$ cat config.mk
export PLATFORM = sky130hd
export DESIGN_NAME = pulse_sequencer
export DESIGN_NICKNAME = d
export VERILOG_FILES = /design/src/rtl/pulse_seq_pkg.sv /design/src/rtl/pulse_generator.sv /design/src/rtl/pulse_sequencer.sv
export SDC_FILE = /design/constraint.sdc
export NUM_CORES = 1
export LEC_CHECK = 0
export BUFFER_PORTS_ARGS = -buffer_cell sky130_fd_sc_hd__buf_4
export CAP_MARGIN = 20
export CORE_ASPECT_RATIO = 1.1
export CORE_UTILIZATION = 30
export CTS_CLUSTER_SIZE = 28
export DETAILED_ROUTE_END_ITERATION = 10
export PLACE_DENSITY = 0.49
export SYNTH_ARGS = -nofsm -noshare
export SYNTH_HDL_FRONTEND = slang
export SYNTH_HIERARCHICAL = 1
export SYNTH_SLANG_ARGS = --single-unit
$ cat constraint.sdc
create_clock -name clk_i -period 5.3 [get_ports clk_i]
set_input_delay 0.53 -clock clk_i [delete_from_list [all_inputs] [get_ports clk_i]]
set_output_delay 0.53 -clock clk_i [all_outputs]
set_load 0.02 [all_outputs]
$ cat src/rtl/pulse_seq_pkg.sv
// Shared types for the pulse sequencer: FSM state encoding.
package pulse_seq_pkg;

  typedef enum logic [1:0] {
    S_IDLE,
    S_LOAD,
    S_RUN,
    S_DONE
  } pulse_seq_state_t;

endpackage

$ cat src/rtl/pulse_generator.sv
// Free-running tick counter: out_o fires for one cycle every ticks_i+1 enabled cycles.
// The first pulse after reset arrives on the ticks_i-th enabled cycle (0-based).
module pulse_generator #(
  parameter int N = 8
) (
  input  logic         clk_i,
  input  logic         rst_i,
  input  logic         ena_i,
  input  logic [N-1:0] ticks_i,
  output logic         out_o
);

  logic [N-1:0] cnt_q, cnt_d;

  assign out_o = ena_i && (cnt_q == ticks_i);

  always_comb begin
    cnt_d = cnt_q;
    if (ena_i) begin
      cnt_d = out_o ? '0 : cnt_q + N'(1);
    end
  end

  always_ff @(posedge clk_i) begin
    if (rst_i) begin
      cnt_q <= '0;
    end else begin
      cnt_q <= cnt_d;
    end
  end

endmodule

$ cat src/rtl/pulse_sequencer.sv
// Steps one pulse_generator through a (period, repeat) table, optionally looping.
// start -> LOAD next cycle -> RUN; each entry change costs one LOAD cycle; stop aborts.
module pulse_sequencer
  import pulse_seq_pkg::*;
#(
  parameter  int N     = 8,
  parameter  int C     = 4,
  parameter  int DEPTH = 4,
  localparam int A     = $clog2(DEPTH)
) (
  input  logic         clk_i,
  input  logic         rst_i,
  input  logic         wr_en_i,
  input  logic [A-1:0] wr_addr_i,
  input  logic [N-1:0] wr_ticks_i,
  input  logic [C-1:0] wr_reps_i,
  input  logic [A-1:0] last_idx_i,
  input  logic         loop_i,
  input  logic         start_i,
  input  logic         stop_i,
  output logic         busy_o,
  output logic         done_o,
  output logic         pulse_o,
  output logic [A-1:0] idx_o
);

  pulse_seq_state_t state_q, state_d;
  logic [A-1:0] idx_q, idx_d, last_q, last_d;
  logic         loop_q, loop_d;
  logic [N-1:0] cur_ticks_q, cur_ticks_d;
  logic [C-1:0] rep_left_q, rep_left_d;
  logic [N-1:0] tbl_ticks_q [DEPTH];
  logic [C-1:0] tbl_reps_q  [DEPTH];
  logic         gen_rst, gen_ena, gen_out, entry_end, seq_end;

  assign gen_ena   = (state_q == S_RUN);
  assign gen_rst   = rst_i || !gen_ena;
  assign entry_end = gen_ena && gen_out && (rep_left_q == C'(1));
  assign seq_end   = (idx_q == last_q) && !loop_q;

  pulse_generator #(.N(N)) u_gen (
    .clk_i   (clk_i),
    .rst_i   (gen_rst),
    .ena_i   (gen_ena),
    .ticks_i (cur_ticks_q),
    .out_o   (gen_out)
  );

  always_ff @(posedge clk_i) begin
    if (rst_i) begin
      state_q <= S_IDLE;
    end else begin
      state_q <= state_d;
    end
  end

  always_comb begin
    state_d = state_q;
    if (stop_i) begin
      state_d = S_IDLE;
    end else begin
      case (state_q)
        S_IDLE:  if (start_i) state_d = S_LOAD;
        S_LOAD:  state_d = S_RUN;
        S_RUN:   if (entry_end) state_d = seq_end ? S_DONE : S_LOAD;
        default: state_d = S_IDLE;
      endcase
    end
  end

  always_comb begin
    busy_o  = (state_q == S_LOAD) || (state_q == S_RUN);
    done_o  = (state_q == S_DONE);
    pulse_o = gen_ena && gen_out;
    idx_o   = idx_q;
  end

  // A zero repeat count still plays the entry once.
  always_comb begin
    idx_d       = idx_q;
    last_d      = last_q;
    loop_d      = loop_q;
    cur_ticks_d = cur_ticks_q;
    rep_left_d  = rep_left_q;
    if (!stop_i) begin
      case (state_q)
        S_IDLE: begin
          if (start_i) begin
            idx_d  = '0;
            last_d = last_idx_i;
            loop_d = loop_i;
          end
        end
        S_LOAD: begin
          cur_ticks_d = tbl_ticks_q[idx_q];
          rep_left_d  = (tbl_reps_q[idx_q] == '0) ? C'(1) : tbl_reps_q[idx_q];
        end
        S_RUN: begin
          if (gen_out) begin
            rep_left_d = rep_left_q - C'(1);
            if (entry_end && !seq_end) begin
              idx_d = (idx_q == last_q) ? '0 : idx_q + A'(1);
            end
          end
        end
        default: ;
      endcase
    end
  end

  always_ff @(posedge clk_i) begin
    if (rst_i) begin
      idx_q       <= '0;
      last_q      <= '0;
      loop_q      <= 1'b0;
      cur_ticks_q <= '0;
      rep_left_q  <= '0;
    end else begin
      idx_q       <= idx_d;
      last_q      <= last_d;
      loop_q      <= loop_d;
      cur_ticks_q <= cur_ticks_d;
      rep_left_q  <= rep_left_d;
    end
  end

  // Writes land at the clock edge, so a LOAD reading the same entry sees the old value.
  always_ff @(posedge clk_i) begin
    if (rst_i) begin
      for (int i = 0; i < DEPTH; i++) begin
        tbl_ticks_q[i] <= '0;
        tbl_reps_q[i]  <= '0;
      end
    end else if (wr_en_i) begin
      tbl_ticks_q[wr_addr_i] <= wr_ticks_i;
      tbl_reps_q[wr_addr_i]  <= wr_reps_i;
    end
  end

endmodule

==> results.md, run 1 <==
* Outcome: finished, final reports clean
* Critical Path AT at 3340 ps
* Netlist cell types at 43
* Routed Wire Length at 7360 um
* Area Overhead vs Synth at 17.1%
* Worst-case vdd ir drop at 0.153 mV
* Critical Path, Cell by Cell: inv_1 > ha_1 > buf_4 > inv_1 > nor4_4 > mux2i_1 > a2111oi_4 > a41oi_1 > a311oi_1
* Worst Skew at 9.52 ps
* Synthesized flop and latch total at 77
* Clock Sinks at 77
* Port buffer count at 26
* Postcts setup bufs at 0
* MaxCap Viol Count at 0
* Power Density at 317 nW/um2
* Worst-case clock buffer depth at 2
* Met3 WL at 217 um
* Post-cts resize count at 0
* GP Congestion at 0.746
* Min cycle time layout at 3110 ps
* Pleak at 1.48 nW
* Asr flop ratio synth at 0
* Crit path top cell by count: inv_1
* Top routing layer used: met4
* Post-Route Setup TNS at 0 ps
* Crit. End Element: flip-flop
* Synth area leader: edfxtp_1
* Wire length on met2 at 3570 um
* Multi-input combinational cell area at 1590 um2
* Cell count after synthesis at 304
* Fillcell total at 1210
* Required time of the critical path at 5530 ps
* Fin crit share at 0.587
* Fmax at 0.321 GHz
* Gr ovfl total at 0
* Post-synth EDFFs at 48
* Root Driver: clkbuf_16
* Final setup violation count at 0
* First-pass GRT wire length at 11900 um
* Crit-path max cell delay at 680 ps
* Worst Tran Pin Value at 873 ps
* Die ar. at 12700 um2
* CTS HTree Levels at 3
* Post-Syn Area at 3680 um2
* Cells after DPL at 470
* Synth Warn # at 6
* CP Max Fanout at 30
* Worst hold path type: input port to flip-flop
* NumNets Final at 357
* Chip width at 108 um
* Final Non-Filler Cells at 486
* RSZ-0062 raised after global routing: false
* First-pass detailed-route iteration total at 4
* Critical Path Start Type: flip-flop
* Fraction of layout instances using a drive strength above 1 at 0.202
* Wl on met1 at 3480 um
* Fin util at 0.360
* DP Area at 4030 um2
* Area contributors post-synth: edfxtp_1 39%, dfxtp_1 16%, and2_1 8.3%, mux4_2 7.3%, ha_1 2.7%
* Share of the synthesized area in the top cell type at 0.391
* Pins over their slew limit at 0
* Post-synthesis net count at 334
* CP max-delay cell: nor4_4
* Height of the die at 118 um
* DRT iter0 DRCs at 55
* Vias in the first global route at 2290
* Via count at 2285
* Slew Limit Headroom at 0.417
* Clock transition at the registers of the reported paths at 60 ps
* Initial Util at 0.307
* DR WL/cell at 15.1 um
* Antenna cells at 0
* Most used DFF post-synth: edfxtp_1
* CTS tree: yes
* Initial antenna violation count at 0
* DRC at 0
* Hold-fix buffers, CTS at 0
* Core ar. at 12000 um2
* I/O Pins at 27
* Detailed placement HPWL at 4980 um
* FF+latch area at 2020 um2
* Sequential cell area fraction in the yosys report at 0.549
* Crit Path Category: flip-flop to flip-flop
* CTS Buf Count at 9
* Row cnt at 42
* Post-layout instance area at 4310 um2
* Final hold vios at 0
* Via-to-Cell Ratio at 4.70
* Mean Syn Cell Area at 12.1 um2
* Antenna viol nets, final at 0
* Total GRT Usage at 0.125
* Largest net degree at the start of global routing at 31
* Worst skew pair latency at 330 ps
metrics by stage:
stage / setup slack (ps) / hold slack, ps / power [W]
after floorplan: 2640 / 448 / 0.000762
after global placement: 2350 / 462 / 0.000801
after detailed placement: 2190 / 463 / 0.000803
after CTS: 2180 / 432 / 0.00138
after global routing: 1910 / 448 / 0.00142
final: 2190 / 436 / 0.00137
final timing paths:
kind | start | end | slack [ps] | depth (start not counted)
hold / removal | last_idx_i[1] | last_q[1] | 440 | 3
setup reg to reg | state_q[0] | flip-flop | 2190 | 9
hold reg to reg | cur_ticks_q[6] | cur_ticks_q[6] | 470 | 2
setup / recovery | state_q[0] | flip-flop | 2190 | 9
cells in the mapped netlist, types with 2 or more instances:
library cell  number
a2111oi_0          2
a211oi_1           4
a21oi_1           14
a311oi_1           2
a31o_2             3
and2_1            49
buf_1              2
clkbuf_1          10
dfxtp_1           29
edfxtp_1          48
ha_1               8
inv_1              7
mux2i_1            5
mux4_2            12
nand2_1           25
nand2b_1           6
nand3b_1           3
nand4_1            4
nor2_1             7
nor2b_1            6
nor3_1            12
nor3b_1            2
nor4_1             2
o21ai_0            5
or2_2              3
or2b_1             2
xnor2_1           11
xor2_1             6
cells in the final DEF, fill, tap and decap left out, types with 2 or more instances in the layout:
cell type,instances
a21oi_1,14
ha_1,8
mux4_2,12
or2b_1,2
a311oi_1,2
buf_4,27
o21ai_0,5
or2_2,3
nor4_1,2
mux2i_1,5
nand4_1,4
clkinvlp_4,2
nand2b_1,6
dfxtp_1,29
nor2_1,7
nand3b_1,3
edfxtp_1,48
a2111oi_0,2
nor3_1,11
inv_1,7
nor3b_2,2
and2_1,49
a31o_2,3
clkbuf_16,9
inv_6,3
nor2b_1,6
a211oi_1,4
xnor2_1,11
nand2_1,25
xor2_1,6
per-layer routing:
layer  track usage  vias up
met3        0.0270        7
met5             0        -
met1         0.166     1095
met2         0.197       37
met4        0.0488        0
li1              -     1146
flip-flops by register name, summed over array words and instances, names as in the netlist, named ones only:
name / flops
state_q: 2
idx_o: 2
cur_ticks_q: 8
loop_q: 1
last_q: 2
u_gen/cnt_q: 8
tbl_ticks_q: 32
tbl_reps_q: 16
rep_left_q: 4
area by class of cell:
class	instances	area share
clock inverters	7	0.0128
well taps	154	0.0447
flip-flops and latches	77	0.469
inverters	7	0.00610
multi-input cells	205	0.368
repair buffers	27	0.0470
clock buffers	9	0.0522
critical path, delay by kind of cell, from the launching register on:
family                     cells  cell delay [ps]
AOI/OAI and AO/OA              3             1030
and+or+nand+nor                1              680
adders and majority gates      1              140
muxes                          1              230
DFF                            1              380
buffers and inverters          3              530
where the power goes:
group          switching, W  internal, W  leakage [nW]
logic             0.0000578    0.0000470         0.644
clock network      0.000257     0.000322         0.133
registers         0.0000120     0.000670         0.701
cell families after synthesis:
logic type / Yosys count / share of synthesized area
adder cells (fa/ha/maj): 8 / 0.0272
multiplexers: 17 / 0.0870
flip-flops: 77 / 0.549
XOR/XNOR: 17 / 0.0404
buffers and inverters: 22 / 0.0241
AND/OR/NAND/NOR: 127 / 0.203
AO/OA/AOI/OAI: 36 / 0.0690
Note: power is estimated with default switching activity, not from simulation.
==> inputs of run 2 (changes only) <==
--- a/config.mk
+++ b/config.mk
@@ -5,6 +5,7 @@
 export SDC_FILE = /design/constraint.sdc
 export NUM_CORES = 1
 export LEC_CHECK = 0
+export ABC_AREA = 1
 export BUFFER_PORTS_ARGS = -buffer_cell sky130_fd_sc_hd__buf_4
 export CAP_MARGIN = 20
 export CORE_ASPECT_RATIO = 1.1
==> constraint.sdc (replaced) <==
create_clock -name clk_i -period 3.25 [get_ports clk_i]
set_input_delay 0.325 -clock clk_i [delete_from_list [all_inputs] [get_ports clk_i]]
set_output_delay 0.325 -clock clk_i [all_outputs]
set_load 0.02 [all_outputs]
==> run 2 against run 1 <==
Synthesized cell count rose by 50%. Register-to-register slack got worse by 1200 ps. Utilization rose by 0.50 points. Clock skew is 2.1 ps lower. Sequential power up 67%. Sequential cell count stayed put. Hold slack worse by 140 ps. Non-clock buffer count up 2. Count of clock-buffer cells in the layout stayed put.
==> results.md, run 2 <==
* Cells after DPL at 625 (was 470)
* DRC at 0 (unchanged)
* Min cycle time layout at 2370 ps
* Antenna cells at 0 (unchanged)
* Max reg flops at 32 (unchanged)
* Root Driver: clkbuf_16 (unchanged)
* Area Overhead vs Synth at 16.9% (was 17.1%)
* CTS HTree Levels at 3 (unchanged)
* Outcome: finished, final reports clean (unchanged)
* Detailed placement HPWL at 6030 um (was 4980 um)
* Hold Crit Endpoint: state_q[0] (was last_q[1])
* CP Max Fanout at 16 (was 30)
* Initial antenna violation count at 0 (unchanged)
* Mean Syn Cell Area at 8.36 um2 (was 12.1 um2)
* Cell count after synthesis at 457 (was 304)
* Critical Path AT at 2040 ps (was 3340 ps)
* Required time of the critical path at 2920 ps (was 5530 ps)
* NumNets Final at 512 (was 357)
* Worst Tran Pin Value at 624 ps (was 873 ps)
* Power Total at 0.00259 W (was 0.00137 W)
* Reg-to-Reg Start: state_q[0] (unchanged)
* Slew Limit Headroom at 0.583 (was 0.417)
* Most used DFF post-synth: edfxtp_1 (unchanged)
* Crit. End Element: primary output (was flip-flop)
* Pleak at 1.88 nW (was 1.48 nW)
* Fin crit share at 0.728
* RSZ-0062 raised after global routing: false (unchanged)
* Fraction of layout instances using a drive strength above 1 at 0.169 (was 0.202)
* Post-synthesis net count at 487 (was 334)
* Post-Syn Area at 3820 um2 (was 3680 um2)
* Final Non-Filler Cells at 640 (was 486)
* Crit Path Category: flip-flop to primary output (was flip-flop to flip-flop)
* Clock transition at the registers of the reported paths at 60 ps (about the same)
* R2R setup slack at 990 ps (was 2190 ps)
* Final setup violation count at 0 (unchanged)
* Vias in the first global route at 2952 (was 2290)
* Routed Wire Length at 8760 um (was 7360 um)
* Post-synth EDFFs at 48 (unchanged)
* Synthesized flop and latch total at 77 (unchanged)
* Fillcell total at 1279 (was 1210)
* Initial Util at 0.312 (was 0.307)
* Post-cts resize count at 0 (unchanged)
* Pins over their slew limit at 0 (unchanged)
* Core ar. at 12200 um2 (was 12000 um2)
* Die ar. at 13200 um2 (was 12700 um2)
* CTS Buf Count at 9 (unchanged)
* Netlist cell types at 28 (was 43)
* Postcts setup bufs at 0 (unchanged)
* Worst-case clock buffer depth at 2 (unchanged)
* Top Registers: tbl_ticks_q: 32 flops, tbl_reps_q: 16 flops (unchanged)
* Via count at 2916 (was 2285)
* Antenna viol nets, final at 0 (unchanged)
* Height of the die at 120 um (was 118 um)
* First-pass GRT wire length at 14400 um (was 11900 um)
* Asr flop ratio synth at 0 (unchanged)
* Post-Route Setup TNS at 0 ps (unchanged)
* Sequential cell area fraction in the yosys report at 0.529 (was 0.549)
* Clock Sinks at 77 (unchanged)
* Fin util at 0.365 (was 0.360)
* Worst setup margin at 883 ps (was 2190 ps)
* Worst-case vdd ir drop at 0.273 mV (was 0.153 mV)
* Final hold vios at 0 (unchanged)
* Hold-fix buffers, CTS at 0 (unchanged)
* DR WL/cell at 13.7 um (was 15.1 um)
* GP Congestion at 0.830 (was 0.746)
* Worst slack, placed at 942 ps (was 2190 ps)
* Row cnt at 42 (unchanged)
* CP Launch Point: state_q[0] (unchanged)
* Hold depth at 4 (was 3)
* Port buffer count at 26 (unchanged)
* Commonest cells after routing, fill and taps aside: 80 x nand2_1, 80 x nor2_1, 62 x inv_1, 48 x edfxtp_1 (was 49 x and2_1, 48 x edfxtp_1, 29 x dfxtp_1, 27 x buf_4, 25 x nand2_1)
* Power Density at 579 nW/um2 (was 317 nW/um2)
* Reg2reg path depth at 18 (was 9)
* Via-to-Cell Ratio at 4.56 (was 4.70)
* Fmax at 0.423 GHz
* MaxCap Viol Count at 0 (unchanged)
* Area contributors post-synth: edfxtp_1 38%, dfxtp_1 15%, nand2_1 7.9%, nor2_1 7.9%, inv_1 6.1% (was edfxtp_1 39%, dfxtp_1 16%, and2_1 8.3%, mux4_2 7.3%, ha_1 2.7%)
* HP Start: stop_i (was last_idx_i[1])
* Largest net degree at the start of global routing at 21 (was 31)
* I/O Pins at 27 (unchanged)
* CTS tree: yes (unchanged)
* Chip width at 110 um (was 108 um)
* Worst hold path type: input port to flip-flop (unchanged)
* Share of the synthesized area in the top cell type at 0.377 (was 0.391)
* Critical Path Start Type: flip-flop (unchanged)
* First-pass detailed-route iteration total at 4 (unchanged)
* Synth area leader: edfxtp_1 (unchanged)
* Total GRT Usage at 0.145 (was 0.125)
* Worst Skew at 7.43 ps (was 9.52 ps)
* Worst skew pair latency at 330 ps (about the same)
* Gr ovfl total at 0 (unchanged)
* DRT iter0 DRCs at 120 (was 55)
* Synth Warn # at 6 (unchanged)
* Synth cell count leaders: 80 x nand2_1, 80 x nor2_1, 62 x inv_1 (was 49 x and2_1, 48 x edfxtp_1, 29 x dfxtp_1)
* Reg with most FFs: tbl_ticks_q (unchanged)
## run 2: cell type report
class                           instances  area, um2  share of cell area
Timing Repair Buffer                   29        218              0.0488
Inverter                               72        270              0.0605
Sequential cell                        77       2020               0.453
Tap cell                              154        193              0.0431
Clock inverter                          6        113              0.0252
Multi-Input combinational cell        293       1430               0.319
Clock buffer                            9        225              0.0504
## run 2: stage by stage
| stage | instance area [um2] | hold slack, ps |
|---|---|---|
| after floorplan | 3820 | 423 |
| after CTS | 4470 | 283 |
| final | 4470 | 293 |
| after global placement | 4130 | 450 |
| after detailed placement | 4130 | 466 |
| after global routing | 4470 | 301 |
## run 2: critical path: stages, from the launching register on
cell and delay (ps):
dfxtp_1 350, inv_1 150, ha_1 160, buf_4 200, inv_2 80, a21oi_2 100
nand3_1 100, nor2_2 130, nand2_4 100, inv_2 90, nand2_1 60, inv_1 50
buf_4 130
## run 2: kinds of logic (layout without fill, tap and decap cells)
kind of cell               after synthesis  after routing  synth area share
adders and majority gates                8              8            0.0262
and+or+nand+nor                        211            211             0.239
xor gates and xnor gates                 1              1           0.00229
DFF                                     77             77             0.529
buffers and inverters                   87            116            0.0976
AOI/OAI and AO/OA                       73             73             0.106
## run 2: worst max path at each step
stage | depth (start not counted) | to
4_1_cts | 12 | pulse_o
3_5_place_dp | 6 | tbl_ticks_q[0][1]
3_3_place_gp | 6 | tbl_ticks_q[0][1]
5_1_grt | 18 | flip-flop
6_report | 12 | pulse_o
2_1_floorplan | 17 | flip-flop
## run 2: layer usage
metal	routed length [um]	share of wire	track usage
met1	4140	0.47	0.187
met2	4290	0.49	0.235
met3	264	0.030	0.0243
met4	71	0.0081	0.0658
met5	0	0	0
## run 2: power by group
part / switching, W / internal [W] / leakage, nW
registers: 0.0000362 / 0.00111 / 0.702
logic: 0.000198 / 0.0000991 / 1.01
clock network: 0.000399 / 0.000747 / 0.165
total: 0.000634 / 0.00195 / 1.88
